<file path="src/rtl/mem_access_unit.sv">
`default_nettype none
// ============================================================================
// Module   : mem_access_unit
// Purpose  : CPU-side bus initiator for the memory controller. Accepts one
//            load/store at a time, rejects misaligned/illegal requests,
//            performs read-modify-write for byte/halfword stores, extracts
//            and extends load data, bounds bus stalls with a timeout and
//            returns exactly one response per accepted request.
// Ports    : clk, rst            - clock, async active-high reset
//            req_*               - request handshake and fields from the core
//            resp_*              - one-cycle response pulse (no backpressure)
//            mem_read/mem_write  - strobes to the controller
//            mem_addr/mem_wdata  - word address and write word
//            mem_rdata           - read word from the controller
//            mem_error/mem_busy  - controller error and stall
// Revision : 1.0 - initial release
// ============================================================================
module mem_access_unit #(
  parameter int unsigned WAIT_CYCLES = 1,
  parameter int unsigned TIMEOUT     = 15
) (
  input  logic        clk,
  input  logic        rst,
  input  logic        req_valid,
  output logic        req_ready,
  input  logic        req_write,
  input  logic [1:0]  req_size,
  input  logic        req_signed,
  input  logic [31:0] req_addr,
  input  logic [31:0] req_wdata,
  output logic        resp_valid,
  output logic [31:0] resp_rdata,
  output logic        resp_error,
  output logic        mem_read,
  output logic        mem_write,
  output logic [31:0] mem_addr,
  output logic [31:0] mem_wdata,
  input  logic [31:0] mem_rdata,
  input  logic        mem_error,
  input  logic        mem_busy
);

  typedef enum logic [2:0] {
    S_IDLE  = 3'd0,
    S_CHECK = 3'd1,
    S_READ  = 3'd2,
    S_WRITE = 3'd3,
    S_RESP  = 3'd4
  } state_t;

  localparam logic [1:0] C_SZ_BYTE = 2'b00;
  localparam logic [1:0] C_SZ_HALF = 2'b01;
  localparam logic [1:0] C_SZ_WORD = 2'b10;
  // Wait counter value on the last (sampling) cycle of a read phase.
  localparam logic [2:0] C_WAIT_LAST = 3'(WAIT_CYCLES);
  // Timeout counter value at which one more busy cycle hits TIMEOUT.
  localparam logic [7:0] C_TMO_LAST  = 8'(TIMEOUT - 1);

  state_t      r_state;
  logic        r_write;
  logic [1:0]  r_size;
  logic        r_signed;
  logic [31:0] r_addr;
  logic [31:0] r_wdata;
  logic [2:0]  r_wait;
  logic [7:0]  r_tmo;

  logic        w_bad;
  logic [7:0]  w_byte;
  logic [15:0] w_half;
  logic [31:0] w_load;
  logic [31:0] w_merged;
  logic        w_tmo_hit;

  assign w_bad = (r_size == 2'b11) ||
                 ((r_size == C_SZ_HALF) && r_addr[0]) ||
                 ((r_size == C_SZ_WORD) && (r_addr[1:0] != 2'b00));

  // Little-endian lane extraction from the word currently on the bus.
  assign w_byte = mem_rdata[{r_addr[1:0], 3'b000} +: 8];
  assign w_half = mem_rdata[{r_addr[1], 4'b0000} +: 16];

  assign w_tmo_hit = (r_tmo == C_TMO_LAST);

  always_comb begin
    w_load = mem_rdata;
    case (r_size)
      C_SZ_BYTE: w_load = {{24{r_signed & w_byte[7]}}, w_byte};
      C_SZ_HALF: w_load = {{16{r_signed & w_half[15]}}, w_half};
      default:   w_load = mem_rdata;
    endcase
  end

  // Sub-word store data dropped into the sampled word; other lanes kept.
  always_comb begin
    w_merged = mem_rdata;
    if (r_size == C_SZ_BYTE) begin
      w_merged[{r_addr[1:0], 3'b000} +: 8] = r_wdata[7:0];
    end else begin
      w_merged[{r_addr[1], 4'b0000} +: 16] = r_wdata[15:0];
    end
  end

  always_ff @(posedge clk or posedge rst) begin
    if (rst) begin
      r_state    <= S_IDLE;
      r_write    <= 1'b0;
      r_size     <= 2'b00;
      r_signed   <= 1'b0;
      r_addr     <= 32'd0;
      r_wdata    <= 32'd0;
      r_wait     <= 3'd0;
      r_tmo      <= 8'd0;
      req_ready  <= 1'b1;
      resp_valid <= 1'b0;
      resp_rdata <= 32'd0;
      resp_error <= 1'b0;
      mem_read   <= 1'b0;
      mem_write  <= 1'b0;
      mem_addr   <= 32'd0;
      mem_wdata  <= 32'd0;
    end else begin
      case (r_state)
        S_IDLE: begin
          if (req_valid) begin
            r_write   <= req_write;
            r_size    <= req_size;
            r_signed  <= req_signed;
            r_addr    <= req_addr;
            r_wdata   <= req_wdata;
            req_ready <= 1'b0;
            r_state   <= S_CHECK;
          end
        end

        S_CHECK: begin
          r_wait <= 3'd0;
          r_tmo  <= 8'd0;
          if (w_bad) begin
            resp_valid <= 1'b1;
            resp_error <= 1'b1;
            resp_rdata <= 32'd0;
            r_state    <= S_RESP;
          end else if (r_write && (r_size == C_SZ_WORD)) begin
            mem_addr  <= {r_addr[31:2], 2'b00};
            mem_wdata <= r_wdata;
            mem_write <= 1'b1;
            r_state   <= S_WRITE;
          end else begin
            mem_addr <= {r_addr[31:2], 2'b00};
            mem_read <= 1'b1;
            r_state  <= S_READ;
          end
        end

        S_READ: begin
          // Errors and timeouts share one exit; a read error on an RMW
          // never reaches the write phase.
          if (mem_error || (mem_busy && w_tmo_hit)) begin
            mem_read   <= 1'b0;
            resp_valid <= 1'b1;
            resp_error <= 1'b1;
            resp_rdata <= 32'd0;
            r_state    <= S_RESP;
          end else if (mem_busy) begin
            r_tmo <= r_tmo + 8'd1;
          end else if (r_wait == C_WAIT_LAST) begin
            mem_read <= 1'b0;
            if (r_write) begin
              mem_wdata <= w_merged;
              mem_write <= 1'b1;
              r_tmo     <= 8'd0;
              r_state   <= S_WRITE;
            end else begin
              resp_valid <= 1'b1;
              resp_error <= 1'b0;
              resp_rdata <= w_load;
              r_state    <= S_RESP;
            end
          end else begin
            r_wait <= r_wait + 3'd1;
          end
        end

        S_WRITE: begin
          if (mem_error || (mem_busy && w_tmo_hit)) begin
            mem_write  <= 1'b0;
            resp_valid <= 1'b1;
            resp_error <= 1'b1;
            resp_rdata <= 32'd0;
            r_state    <= S_RESP;
          end else if (mem_busy) begin
            r_tmo <= r_tmo + 8'd1;
          end else begin
            mem_write  <= 1'b0;
            resp_valid <= 1'b1;
            resp_error <= 1'b0;
            resp_rdata <= 32'd0;
            r_state    <= S_RESP;
          end
        end

        S_RESP: begin
          resp_valid <= 1'b0;
          resp_error <= 1'b0;
          resp_rdata <= 32'd0;
          req_ready  <= 1'b1;
          r_state    <= S_IDLE;
        end

        default: begin
          mem_read   <= 1'b0;
          mem_write  <= 1'b0;
          resp_valid <= 1'b0;
          req_ready  <= 1'b1;
          r_state    <= S_IDLE;
        end
      endcase
    end
  end

endmodule
`default_nettype wire
</file>
<file path="config.mk">
export PLATFORM = sky130hd
export DESIGN_NAME = mem_access_unit
export DESIGN_NICKNAME = d
export VERILOG_FILES = /design/src/rtl/mem_access_unit.sv
export SDC_FILE = /design/constraint.sdc
export NUM_CORES = 1
export LEC_CHECK = 0
export CORE_ASPECT_RATIO = 2
export CORE_UTILIZATION = 45
export CTS_CLUSTER_DIAMETER = 50
export DETAILED_ROUTE_END_ITERATION = 6
export HOLD_SLACK_MARGIN = 0.05
export MAX_ROUTING_LAYER = met4
export PLACE_DENSITY = 0.86
export SLEW_MARGIN = 20
export SYNTH_ARGS = -nofsm -noshare
export SYNTH_HDL_FRONTEND = slang
export SYNTH_SLANG_ARGS = --single-unit
</file>
<file path="constraint.sdc">
create_clock -name clk -period 6.23 [get_ports clk]
set_clock_uncertainty 0.05 [all_clocks]
set_input_delay 1.5575 -clock clk [delete_from_list [all_inputs] [get_ports clk]]
set_output_delay 1.5575 -clock clk [all_outputs]
set_load 0.02 [all_outputs]
</file>
==> impl_metrics.py <==
metrics = {
    "pwr": {
        "ir_drop_v": 0.000342,
        "finalPower_mw": 5.86,
        "clkPwrFrac": 0.191,
        "leakage_nw": 4.79,
        "power_frac_seq": 0.354,
        "p_per_area_nw_per_um2": 519,
        "combPwrFrac": 0.456,
        "p_sw_frac": 0.399,
        "p_int_mw": 3.52,
        "switching_power_mw": 2.34,
    },
    "clock_network": {
        "clock-sinks": 181,
        "ctsResizeCount": 0,
        "clock_latency_ns": 0.44,
        "h-tree-depth": 4,
        "postCtsSetupRepairBufs": 0,
        "cts_buffers": 17,
        "max-clock-path-buffers": 2,
        "cts_hold_buf": 0,
        "clk_pin_slew_ns": 0.07,
        "cts_tree": "yes",
        "root_buffer": "clkbuf_16",
    },
    "drt": {
        "drc": 0,
        "vias": 6867,
        "ant_nets": 0,
        "drtIter0Drc": 542,
        "vias_per_cell": 6.00,
        "wl_per_cell_um": 21.5,
        "wl_mm": 24.6,
        "drtPass1Iterations": 6,
    },
    "worst_setup_path": {
        "cp.arrival_ns": 4.35,
        "crit_type": "reg -> reg",
        "cp_num_buf_inv": 1,
        "crit_slowest_cell": "dfrtp_1",
        "cp_top_family": "simple AND/OR/NAND/NOR gates",
        "r2r_cells": 7,
        "cpPeakStageDelay_ns": 0.92,
        "r2r-end": "resp_rdata[4]",
        "cp.required_ns": 6.54,
        "cp-end-kind": "flip-flop",
        "start_kind": "flip-flop",
        "reg2reg_from": "r_addr[1]",
        "rrSetupSlack_ns": 2.19,
        "worstPathMaxFanout": 37,
        "cp_cell_sequence": "clkinv_1, ha_1, nand2b_1, nand3_2, nand2_1, or4b_4, o2bb2ai_2",
    },
    "floorplanning": {
        "die_h_um": 197,
        "fp.dieArea_um2": 19500,
        "rows": 70,
        "pin_count": 206,
        "core_area_um2": 18400,
        "initial_core_util": 0.464,
        "die_x_um": 99.3,
    },
    "grt": {
        "grtUsageTotal": 0.270,
        "grt_overflow": 0,
        "antenna_found_initial": 0,
        "grt_first_pass_wirelength_mm": 38.4,
        "grt_pass1_vias": 7136,
        "grt_max_degree": 182,
    },
    "synth": {
        "async_reset_ff_frac": 1.00,
        "ys.flop_type": "dfrtp_1",
        "ys_warn_count": 0,
        "synth_edf_count": 0,
        "ys_ff_latch": 181,
        "synth_area_per_cell_um2": 11.6,
        "syn_area_um2": 8530,
        "ys_types": 65,
        "ys_seq_area_frac": 0.531,
        "netlist_instances": 738,
    },
    "run_status": {
        "outcome": "completed",
    },
    "hold_path": {
        "whs_endpoint": "mem_wdata[27]",
        "min_path_type": "reg -> reg",
        "hold_path_depth": 1,
        "hold_start": "mem_wdata[27]",
    },
    "placed_design": {
        "dp_hpwl_mm": 17.6,
        "portBuffers": 203,
        "place_congestion": 0.995,
    },
    "timing": {
        "period_share": 0.648,
        "min_period_ns": 4.04,
        "finalSetupViolCount": 0,
        "hold_viol": 0,
        "tightest_slew_ns": 1.07,
        "rsz0062_at_grt": "no",
        "slew_viol_final": 0,
        "tns_ns": 0,
        "relSlewSlack": 0.285,
        "clock.fmax_ghz": 0.248,
    },
    "finish": {
        "mostFrequentLayoutCells": "203 x clkdlybuf4s50_1, 180 x dfrtp_1, 100 x mux2_2",
        "drive_gt1_frac": 0.179,
        "area_delta_synth_final_pct": 32.4,
        "final_common_cell": "clkdlybuf4s50_1",
        "fin_nets": 1030,
        "antenna_cells": 0,
    },
    "job": {
        "cap_violations": 0,
    },
}
area by class of cell:
cell class	count	area (um^2)
clock inverters	15	181
repair buffers	211	2120
fillers	1447	7100
clock buffers	17	425
flip-flops and latches	181	4530
multi-input cells	492	3710
well taps	216	270
inverters	13	52.6
power groups by stage:
stage / Clock, mW / Sequential, mW / Combinational, mW
after floorplan: 0 / 2.20 / 1.52
after global placement: 0 / 2.04 / 2.60
after detailed placement: 0 / 2.07 / 2.65
after CTS: 1.13 / 2.06 / 2.68
after global routing: 1.19 / 2.13 / 2.86
final: 1.12 / 2.07 / 2.67
cell usage after synthesis, types with 4 or more instances:
library cell | count | area [um^2]
a21o_1 | 8 | 60.1
a221oi_1 | 15 | 131
a222oi_1 | 11 | 110
nand2_1 | 89 | 334
inv_1 | 12 | 45.0
a211oi_1 | 7 | 52.6
clkbuf_1 | 17 | 63.8
o211ai_1 | 4 | 30.0
a221o_1 | 11 | 110
and3_1 | 4 | 25.0
nor3b_1 | 4 | 30.0
a21oi_1 | 16 | 80.1
a22o_1 | 26 | 228
o2bb2ai_2 | 10 | 150
xnor2_1 | 4 | 35.0
nand2b_1 | 5 | 31.3
nand4_1 | 4 | 25.0
ha_1 | 9 | 113
buf_2 | 27 | 135
nand3_1 | 9 | 45.0
a2bb2oi_1 | 8 | 70.1
mux2_2 | 100 | 1130
o21ai_0 | 44 | 220
nor2_1 | 42 | 158
dfrtp_1 | 180 | 4500
o22ai_1 | 10 | 62.6
worst max path at each step:
stage	startpoint	end	slack, ns	cells after the start
after detailed placement	mem_busy	resp_rdata[19]	2.20	7
after floorplan	rst	mem_addr[10]	2.30	1
after CTS	r_addr[1]	resp_rdata[4]	2.25	7
after global routing	r_addr[1]	resp_rdata[6]	1.97	7
after global placement	mem_busy	resp_rdata[19]	2.27	7
final	r_addr[1]	resp_rdata[4]	2.19	7
kinds of logic after synthesis:
logic type / share of synthesized area
simple gates: 0.0971
mux: 0.138
xor+xnor: 0.00602
flops: 0.531
buf+inv: 0.0364
compound gates: 0.177
fa+ha+maj: 0.0132
other cells: 0.000440
sequential cells by signal (all words and copies together), names as in the netlist:
| register | cells |
|---|---|
| mem_wdata | 32 |
| r_addr | 32 |
| r_wdata | 32 |
| resp_rdata | 32 |
| mem_addr | 30 |
| r_tmo | 8 |
| r_state | 3 |
| r_wait | 3 |
| r_size | 2 |
| mem_read | 1 |
| mem_write | 1 |
| r_signed | 1 |
| r_write | 1 |
| req_ready | 1 |
| resp_error | 1 |
| resp_valid | 1 |
through the flow:
stage,worst slack [ns],util,hold slack [ns],cells,instance area [um^2]
3_3_place_gp,2.27,0.581,0.410,1113,10700
2_1_floorplan,2.30,-,0.425,739,8530
6_report,2.19,0.614,0.434,1145,11300
4_1_cts,2.25,0.614,0.436,1145,11300
5_1_grt,1.97,0.614,0.452,1145,11300
3_5_place_dp,2.20,0.581,0.419,1113,10700
worst reg2reg max path, cell delays in order, from the launching register on:
cell and delay [ns]:
dfrtp_1 0.92, clkinv_1 0.59, ha_1 0.45, nand2b_1 0.20
nand3_2 0.66, nand2_1 0.20, or4b_4 0.69, o2bb2ai_2 0.19
routing by layer:
metal,GRT usage,routed length [um],vias up
met1,0.284,8720,3377
met4,0.191,1700,0
met2,0.445,12700,318
met3,0.0603,1510,92
li1,-,-,3080
met5,-,0,-
No activity file was read; power rests on OpenSTA's default activity.
